===== config.mk =====
export PLATFORM = sky130hd
export DESIGN_NAME = dot_product_ctrl
export DESIGN_NICKNAME = d
export VERILOG_FILES = /design/src/rtl/dp_pkg.sv /design/src/rtl/dp_mac.sv /design/src/rtl/dot_product_ctrl.sv
export SDC_FILE = /design/constraint.sdc
export NUM_CORES = 1
export LEC_CHECK = 0
export BUFFER_PORTS_ARGS = -buffer_cell sky130_fd_sc_hd__buf_2
export CORE_MARGIN = 2
export CORE_UTILIZATION = 55
export DETAILED_ROUTE_END_ITERATION = 12
export HOLD_SLACK_MARGIN = 0.08
export PLACE_DENSITY = 0.88
export REMOVE_ABC_BUFFERS = 1
export SLEW_MARGIN = 5
export SYNTH_ARGS = -nofsm -noshare
export SYNTH_HDL_FRONTEND = slang
export SYNTH_HIERARCHICAL = 1
export SYNTH_SLANG_ARGS = --single-unit

===== constraint.sdc =====
create_clock -name clk -period 4.25 [get_ports clk]
set_input_delay 0.2125 -clock clk [delete_from_list [all_inputs] [get_ports clk]]
set_output_delay 0.2125 -clock clk [all_outputs]
set_load 0.01 [all_outputs]

===== src/rtl/dp_pkg.sv =====
// Shared definitions for the dot-product read sequencer.
// Holds the FSM state encoding, the default word/address widths and the
// accumulator width derivation used by dot_product_ctrl and dp_mac.
package dp_pkg;

  localparam int DATA_WIDTH_DEF = 8;
  localparam int ADDR_WIDTH_DEF = 4;

  // Sum of 2**aw products of two dw-bit words fits in 2*dw+aw bits.
  function automatic int acc_width(input int dw, input int aw);
    return 2 * dw + aw;
  endfunction

  localparam int ACC_WIDTH_DEF = acc_width(DATA_WIDTH_DEF, ADDR_WIDTH_DEF);

  typedef enum logic [1:0] {
    IDLE  = 2'd0,
    ISSUE = 2'd1,
    DRAIN = 2'd2,
    DONE  = 2'd3
  } state_t;

endpackage


===== src/rtl/dp_mac.sv =====
// Registered unsigned multiply-accumulate.
// Ports:
//   clk, rst_n : clock, asynchronous active-low reset
//   clr        : synchronous clear of the accumulator (has priority over en)
//   en         : add a*b into the accumulator on this edge
//   a, b       : unsigned operands
//   sum        : accumulator plus the current product (the value loaded when en=1)
module dp_mac
  import dp_pkg::*;
#(
  parameter int DATA_WIDTH = DATA_WIDTH_DEF,
  parameter int ACC_WIDTH  = ACC_WIDTH_DEF
) (
  input  logic                  clk,
  input  logic                  rst_n,
  input  logic                  clr,
  input  logic                  en,
  input  logic [DATA_WIDTH-1:0] a,
  input  logic [DATA_WIDTH-1:0] b,
  output logic [ACC_WIDTH-1:0]  sum
);

  logic [2*DATA_WIDTH-1:0] prod;
  logic [ACC_WIDTH-1:0]    acc;

  assign prod = a * b;
  assign sum  = acc + ACC_WIDTH'(prod);

  always_ff @(posedge clk or negedge rst_n) begin
    if (!rst_n) begin
      acc <= '0;
    end else if (clr) begin
      acc <= '0;
    end else if (en) begin
      acc <= sum;
    end
  end

endmodule


===== src/rtl/dot_product_ctrl.sv =====
// Dot-product read sequencer for two registered-read memories (A and B).
// Issues paired read addresses, absorbs the one-cycle read latency,
// accumulates the products and returns the sum over a valid/ready handshake.
// Ports:
//   clk, rst_n                       : clock, asynchronous active-low reset
//   start, len, a_base, b_base       : request (sampled only in IDLE)
//   busy                             : not in IDLE
//   err                              : one-cycle pulse on start with illegal len
//   a_read_en/a_read_address/a_data  : memory A read port
//   b_read_en/b_read_address/b_data  : memory B read port
//   result/result_valid/result_ready : result handshake
module dot_product_ctrl
  import dp_pkg::*;
#(
  parameter int DATA_WIDTH = DATA_WIDTH_DEF,
  parameter int ADDR_WIDTH = ADDR_WIDTH_DEF,
  parameter int ACC_WIDTH  = acc_width(DATA_WIDTH, ADDR_WIDTH)
) (
  input  logic                  clk,
  input  logic                  rst_n,
  input  logic                  start,
  input  logic [ADDR_WIDTH:0]   len,
  input  logic [ADDR_WIDTH-1:0] a_base,
  input  logic [ADDR_WIDTH-1:0] b_base,
  output logic                  busy,
  output logic                  err,
  output logic                  a_read_en,
  output logic [ADDR_WIDTH-1:0] a_read_address,
  input  logic [DATA_WIDTH-1:0] a_data,
  output logic                  b_read_en,
  output logic [ADDR_WIDTH-1:0] b_read_address,
  input  logic [DATA_WIDTH-1:0] b_data,
  output logic [ACC_WIDTH-1:0]  result,
  output logic                  result_valid,
  input  logic                  result_ready
);

  localparam logic [ADDR_WIDTH:0] MAX_LEN = {1'b1, {ADDR_WIDTH{1'b0}}};

  state_t                state;
  logic [ADDR_WIDTH:0]   len_q;
  logic [ADDR_WIDTH:0]   idx;
  logic [ADDR_WIDTH-1:0] a_base_q;
  logic [ADDR_WIDTH-1:0] b_base_q;
  logic                  vld_d1;
  logic                  len_ok;
  logic                  acc_clr;
  logic [ACC_WIDTH-1:0]  mac_sum;

  assign len_ok  = (len != '0) && (len <= MAX_LEN);
  assign acc_clr = (state == IDLE) && start && len_ok;

  // Read data arrives one cycle after the enable; vld_d1 qualifies it.
  always_ff @(posedge clk or negedge rst_n) begin
    if (!rst_n) begin
      vld_d1 <= 1'b0;
    end else begin
      vld_d1 <= a_read_en;
    end
  end

  dp_mac #(
    .DATA_WIDTH (DATA_WIDTH),
    .ACC_WIDTH  (ACC_WIDTH)
  ) u_mac (
    .clk   (clk),
    .rst_n (rst_n),
    .clr   (acc_clr),
    .en    (vld_d1),
    .a     (a_data),
    .b     (b_data),
    .sum   (mac_sum)
  );

  // idx holds the index of the next element to issue; element 0 is issued
  // straight from the IDLE transition so the first read overlaps ISSUE entry.
  always_ff @(posedge clk or negedge rst_n) begin
    if (!rst_n) begin
      state          <= IDLE;
      busy           <= 1'b0;
      err            <= 1'b0;
      a_read_en      <= 1'b0;
      b_read_en      <= 1'b0;
      a_read_address <= '0;
      b_read_address <= '0;
      result         <= '0;
      result_valid   <= 1'b0;
      len_q          <= '0;
      idx            <= '0;
      a_base_q       <= '0;
      b_base_q       <= '0;
    end else begin
      err <= 1'b0;
      case (state)
        IDLE: begin
          if (start) begin
            if (len_ok) begin
              len_q          <= len;
              a_base_q       <= a_base;
              b_base_q       <= b_base;
              idx            <= {{ADDR_WIDTH{1'b0}}, 1'b1};
              a_read_en      <= 1'b1;
              b_read_en      <= 1'b1;
              a_read_address <= a_base;
              b_read_address <= b_base;
              busy           <= 1'b1;
              state          <= ISSUE;
            end else begin
              err <= 1'b1;
            end
          end
        end
        ISSUE: begin
          if (idx == len_q) begin
            a_read_en <= 1'b0;
            b_read_en <= 1'b0;
            state     <= DRAIN;
          end else begin
            // Address adds truncate to ADDR_WIDTH, giving modulo-depth wrap.
            a_read_address <= a_base_q + idx[ADDR_WIDTH-1:0];
            b_read_address <= b_base_q + idx[ADDR_WIDTH-1:0];
            idx            <= idx + 1'b1;
          end
        end
        DRAIN: begin
          // The last product is still in flight; take the sum including it.
          result       <= mac_sum;
          result_valid <= 1'b1;
          state        <= DONE;
        end
        DONE: begin
          if (result_ready) begin
            result_valid <= 1'b0;
            busy         <= 1'b0;
            state        <= IDLE;
          end
        end
        default: state <= IDLE;
      endcase
    end
  end

endmodule


==> summary.md <==
| Metric | Value |
|---|---|
| Status | finished, violations left |
| Violated checks | setup timing |
| Max Cap Viol | 0 |
| Synth cell types | 67 |
| Post-synth ARST share | between 90% and 100% |
| CP Max Fanout | 4 |
| Setup crit end | result[16] |
| WL/cell | approximately 17 µm |
| Setup CP Type | reg -> reg |
| Hpwl dp | around 11 mm |
| Worst Hold Class | in -> reg |
| First-pass GRT wire length | about 25 mm |
| RR Endpoint | result[16] |
| Total number of vias | 5,169 |
| Met2 GRT Util | 44.6% |
| Mapped Cells | ~650 |
| Inserted Clock Buffers | 9 |
| CTS Root Cell | clkbuf_16 |
| WP data required | 4.47 ns |
| Gr usage total | 25.3% |
| Clk slew on worst S/H paths | approximately 0.06 ns |
| Filler cells | 794 |
| Detail Route Antenna Nets | 0 |
| YS warnings | 6 |
| Initial antenna violation count | 0 |
| Ports | 66 |
| Via-to-Cell Ratio | 5.67 |
| Final #Nets | about 900 |
| Max Slew Vio Count | 0 |
| Drt drc | 0 |
| Dominant cell type by area after synthesis | dfrtp_1 |
| Met3 usage | 3.97% |
| Post-Syn Area | ~6300 µm² |
| Gpl congestion | a little over 0.9 |
| Endpoints failing hold | 0 |
| Post-synth top area share | ~29% |
| Die height | around 110 µm |
| Clk Latency, worst-skew pair | roughly 0.34 ns |
| Die W | 111 µm |
| Share of cells above drive strength 1 | between 20% and 30% |
| Final WL | 15.5 mm |
| Layer with the highest usage | met2 |
| CP startpoint | u_mac/acc[7] |
| Ant diodes | 0 |
| DRT iter0 DRCs | between 300 and 400 |
| Achievable Freq | 0.229 GHz |
| Area Overhead vs Synth | 20.9% |
| Largest net degree at the start of global routing | about 40 |
| DRT Pass-1 Iters | 6 |
| Worst Reg-to-Reg Cells | 16 |
| Reg-to-reg startpoint | u_mac/acc[7] |
| Worst Skew | around 0.0085 ns |
| Final Setup Violations | 7 |
| Sequential share of the synthesized area | between 20 and 30% |
| Worst setup EP type | flip-flop |
| CP arrival | ~4.6 ns |
| CTS tree | done |
| Die ar. | roughly 12,000 µm² |
| Final cell count without fillers | 912 |
| Grt ovf | 0 |
| RSZ-0062 raised after global routing | true |
| Starting density of the core | 56.0% |
| Critical Path Source Type | flip-flop |
| FF+latch count, synth | between 70 and 80 |
| Fin crit share | 103% |
| Met1 capacity usage during global routing | a little under a third |
| Maximum clock path buffer count | 2 |
| Vias in the first global route | between 5,000 and 6,000 |
| Min Tclk post-route | approximately 4.4 ns |
| Post-synth EDFFs | 0 |
| Syn Area/Cell | between 9 and 10 µm² |
| Hold WS | about 0.095 ns |
| Placed Instances | a little under 900 |
| H-tree levels | 3 |
| Worst slew pin tran | 1.06 ns |
| R2R Setup Slk | -0.11 ns |
| Slew HR | between 20% and 30% |
| # rows | 39 |
| Most common cell in the netlist | inv_1 |
| Post-route setup slack | -0.108 ns |
| Port bufs | 65 |
| Core Footprint | 11,300 µm² |
| # clock sinks | between 70 and 80 |
| Synth area leaders | dfrtp_1, fa_1, ha_1, inv_1, mux2_2 |
| Synth cell count leaders | inv_1, dfrtp_1, nand2_1, fa_1, ha_1 |
| Ys flop type | dfrtp_1 |
==> how the worst min path moves through the flow <==
| stage | from | to | depth (start not counted) | slack, ns |
|---|---|---|---|---|
| after CTS | b_base[1] | b_base_q[1] | 3 | 0.09 |
| after global placement | rst_n | err | 1 | 0.39 |
| after floorplan | rst_n | a_base_q[0] | 0 | -0.08 |
| after detailed placement | rst_n | result[11] | 1 | 0.42 |
| after global routing | b_base[1] | b_base_q[1] | 3 | 0.1 |
| final | b_base[1] | b_base_q[1] | 3 | 0.09 |
==> flip-flops by register name, summed over array words and instances, names as in the netlist, 2 cells and up <==
register and cells:
a_base_q 4, a_read_address 4, b_base_q 4, b_read_address 4
idx 5, len_q 5, result 20, state 2
u_mac/acc 20
==> kinds of logic after synthesis <==
kind of cell / share of synthesized area, %
simple gates: 13.6
buf+inv: 8.13
fa+ha+maj: 26.7
compound gates: 10.2
flops: 28.8
mux: 8.88
xor+xnor: 3.73
==> worst max-delay path: stages, from the launching register on <==
cell and delay (ns):
dfrtp_1 0.37, inv_2 0.06, fa_1 0.54, inv_2 0.04, fa_1 0.46, fa_1 0.51
inv_2 0.04, fa_1 0.55, inv_2 0.06, ha_4 0.24, a2111oi_4 0.33, o21ai_2 0.15
a31oi_4 0.25, nand3b_4 0.17, and2_4 0.15, xnor2_1 0.06, mux2_4 0.26
==> stage by stage <==
| step | TNS (ns) | utilization (%) | setup WS [ns] | cell area, µm² |
|---|---|---|---|---|
| 3_3_place_gp | -1.54 | 62.9 | -0.240 | 7120 |
| 2_1_floorplan | 0 | - | 0.00589 | 6260 |
| 4_1_cts | 0 | 66.8 | 0.00359 | 7560 |
| 5_1_grt | -1.61 | 67.7 | -0.220 | 7670 |
| 6_report | -0.284 | 67.7 | -0.108 | 7670 |
| 3_5_place_dp | -3.50 | 62.9 | -0.377 | 7120 |
==> layout make-up <==
| cell class | count | area [µm²] | area share (%) |
|---|---|---|---|
| tap | 143 | 179 | 2.33 |
| clock buffer | 10 | 239 | 3.12 |
| timing repair buffer | 125 | 786 | 10.2 |
| multi-input combinational | 440 | 4120 | 53.7 |
| clock inverter | 6 | 91.3 | 1.19 |
| inverter | 115 | 432 | 5.63 |
| sequential | 73 | 1830 | 23.8 |
==> placed cells by master, fill, tap and decap left out, types with 6 or more instances in the layout <==
master,instances
a21o_1,8
a21oi_1,17
and2_1,34
buf_2,65
buf_4,57
clkbuf_16,9
dfrtp_1,73
fa_1,49
ha_1,48
inv_1,107
inv_2,8
mux2_2,32
mux2i_1,14
nand2_1,59
nor2_1,41
o21ai_0,11
xnor2_1,21
xor2_1,6
==> routing by layer <==
layer / routed length (µm) / up-vias
met5: 0 / -
met4: 480 / 0
met1: 6030 / 2566
met2: 8110 / 217
met3: 849 / 46
li1: - / 2340
==> what timing repair did <==
| item | 4_1_cts | 5_1_grt |
|---|---|---|
| endpoints found under the hold margin | 39 | 0 |
| setup endpoints to repair | 14 | 17 |
| hold buffers | 1 | 0 |
| gates resized for setup | 12 | 19 |
| pin swaps | 10 | 19 |
| cloned | 0 | 0 |
| buffers inserted | 6 | 8 |
Power is left out: the tool's default activity adds up to more than one toggle a clock period on the data nets, which glitch-free logic cannot reach.
